File: config.mk
export PLATFORM = sky130hd
export DESIGN_NAME = c_tile_streamer
export DESIGN_NICKNAME = d
export VERILOG_FILES = /design/src/rtl/c_tile_streamer.sv
export SDC_FILE = /design/constraint.sdc
export NUM_CORES = 1
export LEC_CHECK = 0
export BUFFER_PORTS_ARGS = -buffer_cell sky130_fd_sc_hd__buf_4
export CORE_ASPECT_RATIO = 0.9
export CORE_MARGIN = 8
export CORE_UTILIZATION = 45
export CTS_BUF_LIST = sky130_fd_sc_hd__clkbuf_8 sky130_fd_sc_hd__clkbuf_16
export DETAILED_ROUTE_END_ITERATION = 16
export GPL_ROUTABILITY_DRIVEN = 0
export PLACE_DENSITY = 0.9
export SYNTH_ARGS = -nofsm -noshare
export SYNTH_HDL_FRONTEND = slang
export SYNTH_SLANG_ARGS = --single-unit
File: constraint.sdc
create_clock -name clk -period 2.3 [get_ports clk]
set_input_delay 0.69 -clock clk [delete_from_list [all_inputs] [get_ports clk]]
set_output_delay 0.69 -clock clk [all_outputs]
set_load 0.01 [all_outputs]
File: src/rtl/c_tile_streamer.sv
// Row-major streamer for a completed C tile: reads each element through the SRAM
// controller port and re-emits it on a valid/ready stream. Optional macro: C_STREAM_ROWMAX_EN.
module c_tile_streamer #(
  parameter int M      = 8,
  parameter int N      = 8,
  parameter int DATA_W = 32,
  parameter int ROW_W  = (M <= 1) ? 1 : $clog2(M),
  parameter int COL_W  = (N <= 1) ? 1 : $clog2(N)
) (
  input  logic              clk,
  input  logic              rst,
  input  logic              go,
  input  logic              abort,
  input  logic              c_valid_in,
  output logic              rd_en,
  output logic              rd_re,
  output logic [ROW_W-1:0]  rd_row,
  output logic [COL_W-1:0]  rd_col,
  input  logic [DATA_W-1:0] rd_rdata,
  input  logic              rd_rvalid,
  output logic              s_valid,
  input  logic              s_ready,
  output logic [DATA_W-1:0] s_data,
  output logic [ROW_W-1:0]  s_row,
  output logic [COL_W-1:0]  s_col,
  output logic              s_last_col,
  output logic              s_last,
  output logic              busy,
  output logic              done,
  output logic [DATA_W-1:0] row_max,
  output logic              row_max_valid
);

  typedef enum logic [1:0] {IDLE, REQ, WAIT_RD, OUT} state_t;

  localparam logic [ROW_W-1:0] LAST_ROW = ROW_W'(M - 1);
  localparam logic [COL_W-1:0] LAST_COL = COL_W'(N - 1);

  state_t              r_state;
  logic [ROW_W-1:0]    r_row;
  logic [COL_W-1:0]    r_col;
  logic                r_sValid;
  logic [DATA_W-1:0]   r_sData;
  logic [ROW_W-1:0]    r_sRow;
  logic [COL_W-1:0]    r_sCol;
  logic                r_sLastCol;
  logic                r_sLast;
  logic                r_done;

  logic w_lastCol;
  logic w_lastRow;
  logic w_inReq;
  logic w_abortNow;
  logic w_capture;
  logic w_handshake;

  assign w_lastCol   = (r_col == LAST_COL);
  assign w_lastRow   = (r_row == LAST_ROW);
  assign w_inReq     = (r_state == REQ);
  assign w_abortNow  = abort && (r_state != IDLE);
  assign w_capture   = (r_state == WAIT_RD) && rd_rvalid;
  assign w_handshake = (r_state == OUT) && s_ready;

  // The request is only ever raised in REQ, so a single read is in flight at a time.
  assign rd_en  = w_inReq && c_valid_in;
  assign rd_re  = rd_en;
  assign rd_row = w_inReq ? r_row : '0;
  assign rd_col = w_inReq ? r_col : '0;

  assign busy       = (r_state != IDLE);
  assign done       = r_done;
  assign s_valid    = r_sValid;
  assign s_data     = r_sData;
  assign s_row      = r_sRow;
  assign s_col      = r_sCol;
  assign s_last_col = r_sLastCol;
  assign s_last     = r_sLast;

  always_ff @(posedge clk) begin
    if (rst) begin
      r_state    <= IDLE;
      r_row      <= '0;
      r_col      <= '0;
      r_sValid   <= 1'b0;
      r_sData    <= '0;
      r_sRow     <= '0;
      r_sCol     <= '0;
      r_sLastCol <= 1'b0;
      r_sLast    <= 1'b0;
      r_done     <= 1'b0;
    end else begin
      r_done <= 1'b0;
      // Abort beats a same-cycle handshake, so a cancelled tile never reports done.
      if (w_abortNow) begin
        r_state  <= IDLE;
        r_sValid <= 1'b0;
      end else begin
        case (r_state)
          IDLE: begin
            if (go) begin
              r_row   <= '0;
              r_col   <= '0;
              r_state <= REQ;
            end
          end
          REQ: begin
            if (c_valid_in) begin
              r_state <= WAIT_RD;
            end
          end
          WAIT_RD: begin
            if (rd_rvalid) begin
              r_sData    <= rd_rdata;
              r_sRow     <= r_row;
              r_sCol     <= r_col;
              r_sLastCol <= w_lastCol;
              r_sLast    <= w_lastCol && w_lastRow;
              r_sValid   <= 1'b1;
              r_state    <= OUT;
            end
          end
          OUT: begin
            if (s_ready) begin
              r_sValid <= 1'b0;
              if (r_sLast) begin
                r_state <= IDLE;
                r_done  <= 1'b1;
              end else begin
                if (w_lastCol) begin
                  r_col <= '0;
                  r_row <= r_row + ROW_W'(1);
                end else begin
                  r_col <= r_col + COL_W'(1);
                end
                r_state <= REQ;
              end
            end
          end
          default: r_state <= IDLE;
        endcase
      end
    end
  end

`ifdef C_STREAM_ROWMAX_EN
  // Sign-magnitude floats become monotonic unsigned keys; -0.0 sorts just below +0.0.
  function automatic logic [DATA_W-1:0] orderKey(input logic [DATA_W-1:0] x);
    return x[DATA_W-1] ? ~x : (x ^ {1'b1, {(DATA_W-1){1'b0}}});
  endfunction

  logic [DATA_W-1:0] r_runMax;
  logic [DATA_W-1:0] r_rowMax;
  logic              r_rowMaxValid;
  logic [DATA_W-1:0] w_newMax;

  always_comb begin
    w_newMax = rd_rdata;
    if ((r_col != '0) && (orderKey(r_runMax) >= orderKey(rd_rdata))) begin
      w_newMax = r_runMax;
    end
  end

  always_ff @(posedge clk) begin
    if (rst) begin
      r_runMax      <= '0;
      r_rowMax      <= '0;
      r_rowMaxValid <= 1'b0;
    end else if (w_abortNow) begin
      r_rowMaxValid <= 1'b0;
    end else if (w_capture) begin
      r_runMax      <= w_newMax;
      r_rowMaxValid <= w_lastCol;
      if (w_lastCol) begin
        r_rowMax <= w_newMax;
      end
    end else if (w_handshake) begin
      r_rowMaxValid <= 1'b0;
    end
  end

  assign row_max       = r_rowMax;
  assign row_max_valid = r_rowMaxValid;
`else
  assign row_max       = '0;
  assign row_max_valid = 1'b0;
`endif

endmodule

* Word-level counts from Yosys, hierarchy flattened
Cells that the tools add are included. Widths: inputs -> output; s select.
Cells by class: $add $sub $neg 2, eq/ne operators 11, mux-type cells 21, bitwise gates (word level) 3, reductions and logical operators 14
Operator list (count):
- $mux 3 | 9
- $ne 2x2->1 const B | 6
- $pmux 3 s2 | 2
- $mux 2 | 4
- $pmux 2 s4 | 1
- $add 3x1->3 const B | 2
- $eq 3x3->1 const B | 2
- $reduce_and 3->1 | 2
- $reduce_and 6->1 | 1
- $reduce_bool 2->1 | 3
- $reduce_and 5->1 | 1
- $eq 2x2->1 const B | 2
- $mux 1 | 4
- $reduce_and 4->1 | 1
- $reduce_or 4->1 | 1
- $logic_and 1x1->1 | 3
- $not 1->1 | 3
- $eq 2x1->1 const B | 1
- $logic_not 2->1 | 1
- $pmux 1 s2 | 1
- $reduce_or 2->1 | 1
Storage, ports and cells: flip-flop bits (word level) 50, input bits 39, word-level logic and storage cells 61

* Depth between registers and ports, before layout
depth after elaboration 5, mapped depth 8, depth with buffers taken out 6

* Worst setup path before layout
OpenSTA, ideal clock, no wires.
kind reg2out, start point register r_state[1], end point output port rd_re, arrival 1022 ps, path slack 588 ps, stages on the path, launching flop included 5, cell sequence dfxtp_1 inv_1 ha_1 and2_1 buf_4
On the way: longest elaborated chain between the ends 2
RTL lines:
- start, declared | RTL line 39 | state_t r_state;
- start signal, assigned | RTL line 81 | r_state <= IDLE;
- start signal, assigned | RTL line 95 | r_state <= IDLE;
- start signal, assigned | RTL line 103 | r_state <= REQ;
- $eq 2x1->1 | RTL line 59 | assign w_inReq = (r_state == REQ);
- $logic_and 1x1->1 | RTL line 65 | assign rd_en = w_inReq && c_valid_in;
- end, declared | RTL line 16 | output logic rd_re,
Every way passes these cells.

* Worst setup path in the final report
start point register r_state[1], end point output port rd_row[2]
On the way: longest elaborated chain between the ends 2
RTL lines:
- $eq 2x1->1 | RTL line 59
- $mux 3 | RTL line 67 | assign rd_row = w_inReq ? r_row : '0;
- end, declared | RTL line 17 | output logic [ROW_W-1:0] rd_row,
Every way passes these cells.

==> flow_summary_export.csv <==
group,metric,value,unit
status,outcome,"completed",
route,drc_errors,0,
yosys,synth_top_family_by_area,"simple AND/OR/NAND/NOR gates",
critical_path,cp.required,1.61,ns
finish,fin_area,3015,µm²
finish,mostFrequentLayoutCell,"buf_4",
clock_tree,cts-root-buf,"clkbuf_8",
timing,maxSlewViolCount,0,
run,maxCapViolations,0,
floorplan,die-height,84.10,µm
floorplan,num_rows,24,
floorplan,start_util,47.37,%
power,p_leak,1.335,nW
route,drt-initial-drc-count,113,
timing,finalHoldViolCount,0,
floorplan,dieArea,7708,µm²
grt,grt_overflow_total,0,
power,ir_drop,405.8,µV
critical_path,cpLargestDelayFamily,"flip-flops",
clock_tree,numCtsBuffers,5,
critical_path,rr_worst_depth,6,
yosys,synth_area_leaders,"dfxtp_1, nand2_1, buf_4",
clock_tree,cts_buffer_depth,2,
power,power_density,748.9,nW/µm²
floorplan,die_w,91.66,µm
yosys,yosys_warnings,0,
route,routed_wl,6.009,mm
yosys,synthSimpleGateAreaFrac,22.40,%
place,place_area,2910,µm²
finish,nets,418,
finish,diodes,0,
yosys,yosys.area_share.xor_xnor,0,%
timing,skew,0.01517,ns
yosys,ys_seq_area_share,43.17,%
clock_tree,insertion_delay,0.30,ns
timing,setup_tns,0,ns
critical_path,crit_fanout,8,
yosys,synthDistinctLibCells,31,
yosys,synth.area.mux_share,0.4317,%
critical_path,cpMaxStageDelayCell,"dfxtp_1",
min_path,min_path_cells,2,
route,via_per_inst,4.706,
timing,fmax,0.4665,GHz
min_path,hold_path.class,"flop to flop",
critical_path,cp-start-kind,"flop",
grt,grt_pass1_vias,2030,
route,firstDrtPassIters,4,
critical_path,worstPathArrival,1.45,ns
critical_path,max_stage_delay,0.42,ns
floorplan,num_io_pins,123,
timing,min_period_over_period,93.19,%
timing,setup_viol,0,
yosys,syn_area,2318,µm²
finish,layout-drive-gt1-share,28.11,%
clock_tree,cts_hold_buf,0,
route,ant_nets,0,
finish,syn2layout_area_growth,30.06,%
finish,layout_common_cells,"buf_4, nand2_1, dfxtp_1",
critical_path,cp_num_cells,4,
route,vias,2047,
clock_tree,clk_pin_slew,0.09,ns
floorplan,core-area,4895,µm²
timing,rsz0062_at_grt,"no",
grt,grt_usage,14.96,%
clock_tree,cts_tree,"built",
clock_tree,htree_levels,2,
clock_tree,post_cts_resized,0,
place,io_buffers,89,
yosys,synth_seq_cells,50,
yosys,synth_top_area_share,43.17,%
route,wl_per_cell,13.81,µm
critical_path,crit_buf_inv,2,
finish,post-route-util,61.61,%
grt,grt_max_degree,41,
critical_path,worstSetupEndpointType,"primary output",
grt,antenna_found_initial,0,
place,hpwl,4.638,mm
critical_path,crit_chain,"inv_1 -> ha_1 -> and2_1 -> buf_4",
yosys,synth-compound-area-share,14.14,%
yosys,yosysTopAreaCell,"dfxtp_1",
critical_path,worstSetupPathType,"flop to primary output",
yosys,synthAdderAreaFrac,5.397,%
finish,fillers,434,
clock_tree,cts.sinks,50,
critical_path,reg2reg_slack,0.41,ns
yosys,syn_inst,286,
timing,finalCriticalPeriod,2.143,ns
yosys,syn-mean-instance-area,8.107,µm²
clock_tree,post-cts-setup-buffers,0,
grt,grt_pass1_wl,9.694,mm
## state kept, by name (all words and copies together), names as in the netlist
signal and cells:
s_data 32, s_col 3, r_col 3, s_valid 1, s_last 1, r_row 3
s_last_col 1, s_row 3, r_state 2, done 1
## cells in the mapped netlist
cell type / n
o221ai_1: 1
and3_1: 1
nand2b_1: 1
and2b_4: 1
dfxtp_1: 50
and2_1: 7
nor2b_1: 4
nand2_1: 82
a2111oi_4: 1
clkbuf_1: 8
nand2b_4: 1
o21ai_0: 1
ha_1: 10
inv_1: 5
conb_1: 1
nor3_1: 2
nand3b_1: 1
buf_1: 2
buf_4: 34
nand4_1: 2
and4_1: 1
buf_2: 4
a2111o_1: 1
nand3_1: 6
nor4_4: 1
o21ai_1: 4
mux2i_1: 1
a21oi_1: 49
nor2_1: 2
a32o_1: 1
nand4b_1: 1
## cell families after synthesis
group	Yosys count
AO/OA/AOI/OAI	58
multiplexers	1
adder cells (fa/ha/maj)	10
buffers and inverters	53
AND/OR/NAND/NOR	113
other	1
flip-flops	50
## report_power, final
part	internal [mW]	switching (mW)	total [mW]	leakage, nW
sequential	0.931	0.0485	0.979	0.403
combinational	0.305	0.415	0.720	0.877
clock	0.276	0.283	0.559	0.0544
## stage by stage
| step | total power, mW | cells | hold WS [ns] | worst slack (ns) |
|---|---|---|---|---|
| after floorplan | 1.492 | 318 | 0.4556 | 0.5876 |
| after global placement | 1.691 | 427 | 0.4421 | 0.4779 |
| after detailed placement | 1.720 | 427 | 0.4475 | 0.4362 |
| after CTS | 2.277 | 435 | 0.4612 | 0.1271 |
| after global routing | 2.398 | 435 | 0.4800 | 0.02974 |
| final | 2.258 | 435 | 0.4581 | 0.1566 |
## metal layers
layer,up-vias,global-route usage (%),share of wire (%)
met5,-,0,0
met4,0,3.863,0.67
met3,7,6.385,8.9
met2,78,26.29,49
met1,926,15.92,42
li1,1036,-,-
## final timing paths
kind                                start                 endpoint
setup / recovery  r_state[1]$_SDFFE_PP0P_                rd_row[2]
hold / removal     s_data[1]$_SDFFE_PP0P_   s_data[1]$_SDFFE_PP0P_
setup reg to reg  r_state[0]$_SDFFE_PP0P_  r_state[0]$_SDFFE_PP0P_
hold reg to reg    s_data[1]$_SDFFE_PP0P_   s_data[1]$_SDFFE_PP0P_
## layout make-up
| cell class | instances | area, µm² | share of cell area, % |
|---|---|---|---|
| inverters | 5 | 18.77 | 0.6224 |
| clock inverters | 1 | 8.758 | 0.2905 |
| clock buffers | 7 | 96.34 | 3.195 |
| flip-flops and latches | 50 | 1001 | 33.20 |
| repair buffers | 92 | 703.2 | 23.32 |
| multi-input cells | 215 | 1106 | 36.68 |
| well taps | 65 | 81.33 | 2.697 |
## worst register-to-register path: cells and delay by family, from the launching register on
family	cells	cell delay (ns)
and+or+nand+nor	2	0.59
DFF	1	0.42
AOI/OAI and AO/OA	2	0.39
adders and majority gates	1	0.26
buffers and inverters	1	0.12
Note: power is estimated with default switching activity, not from simulation.
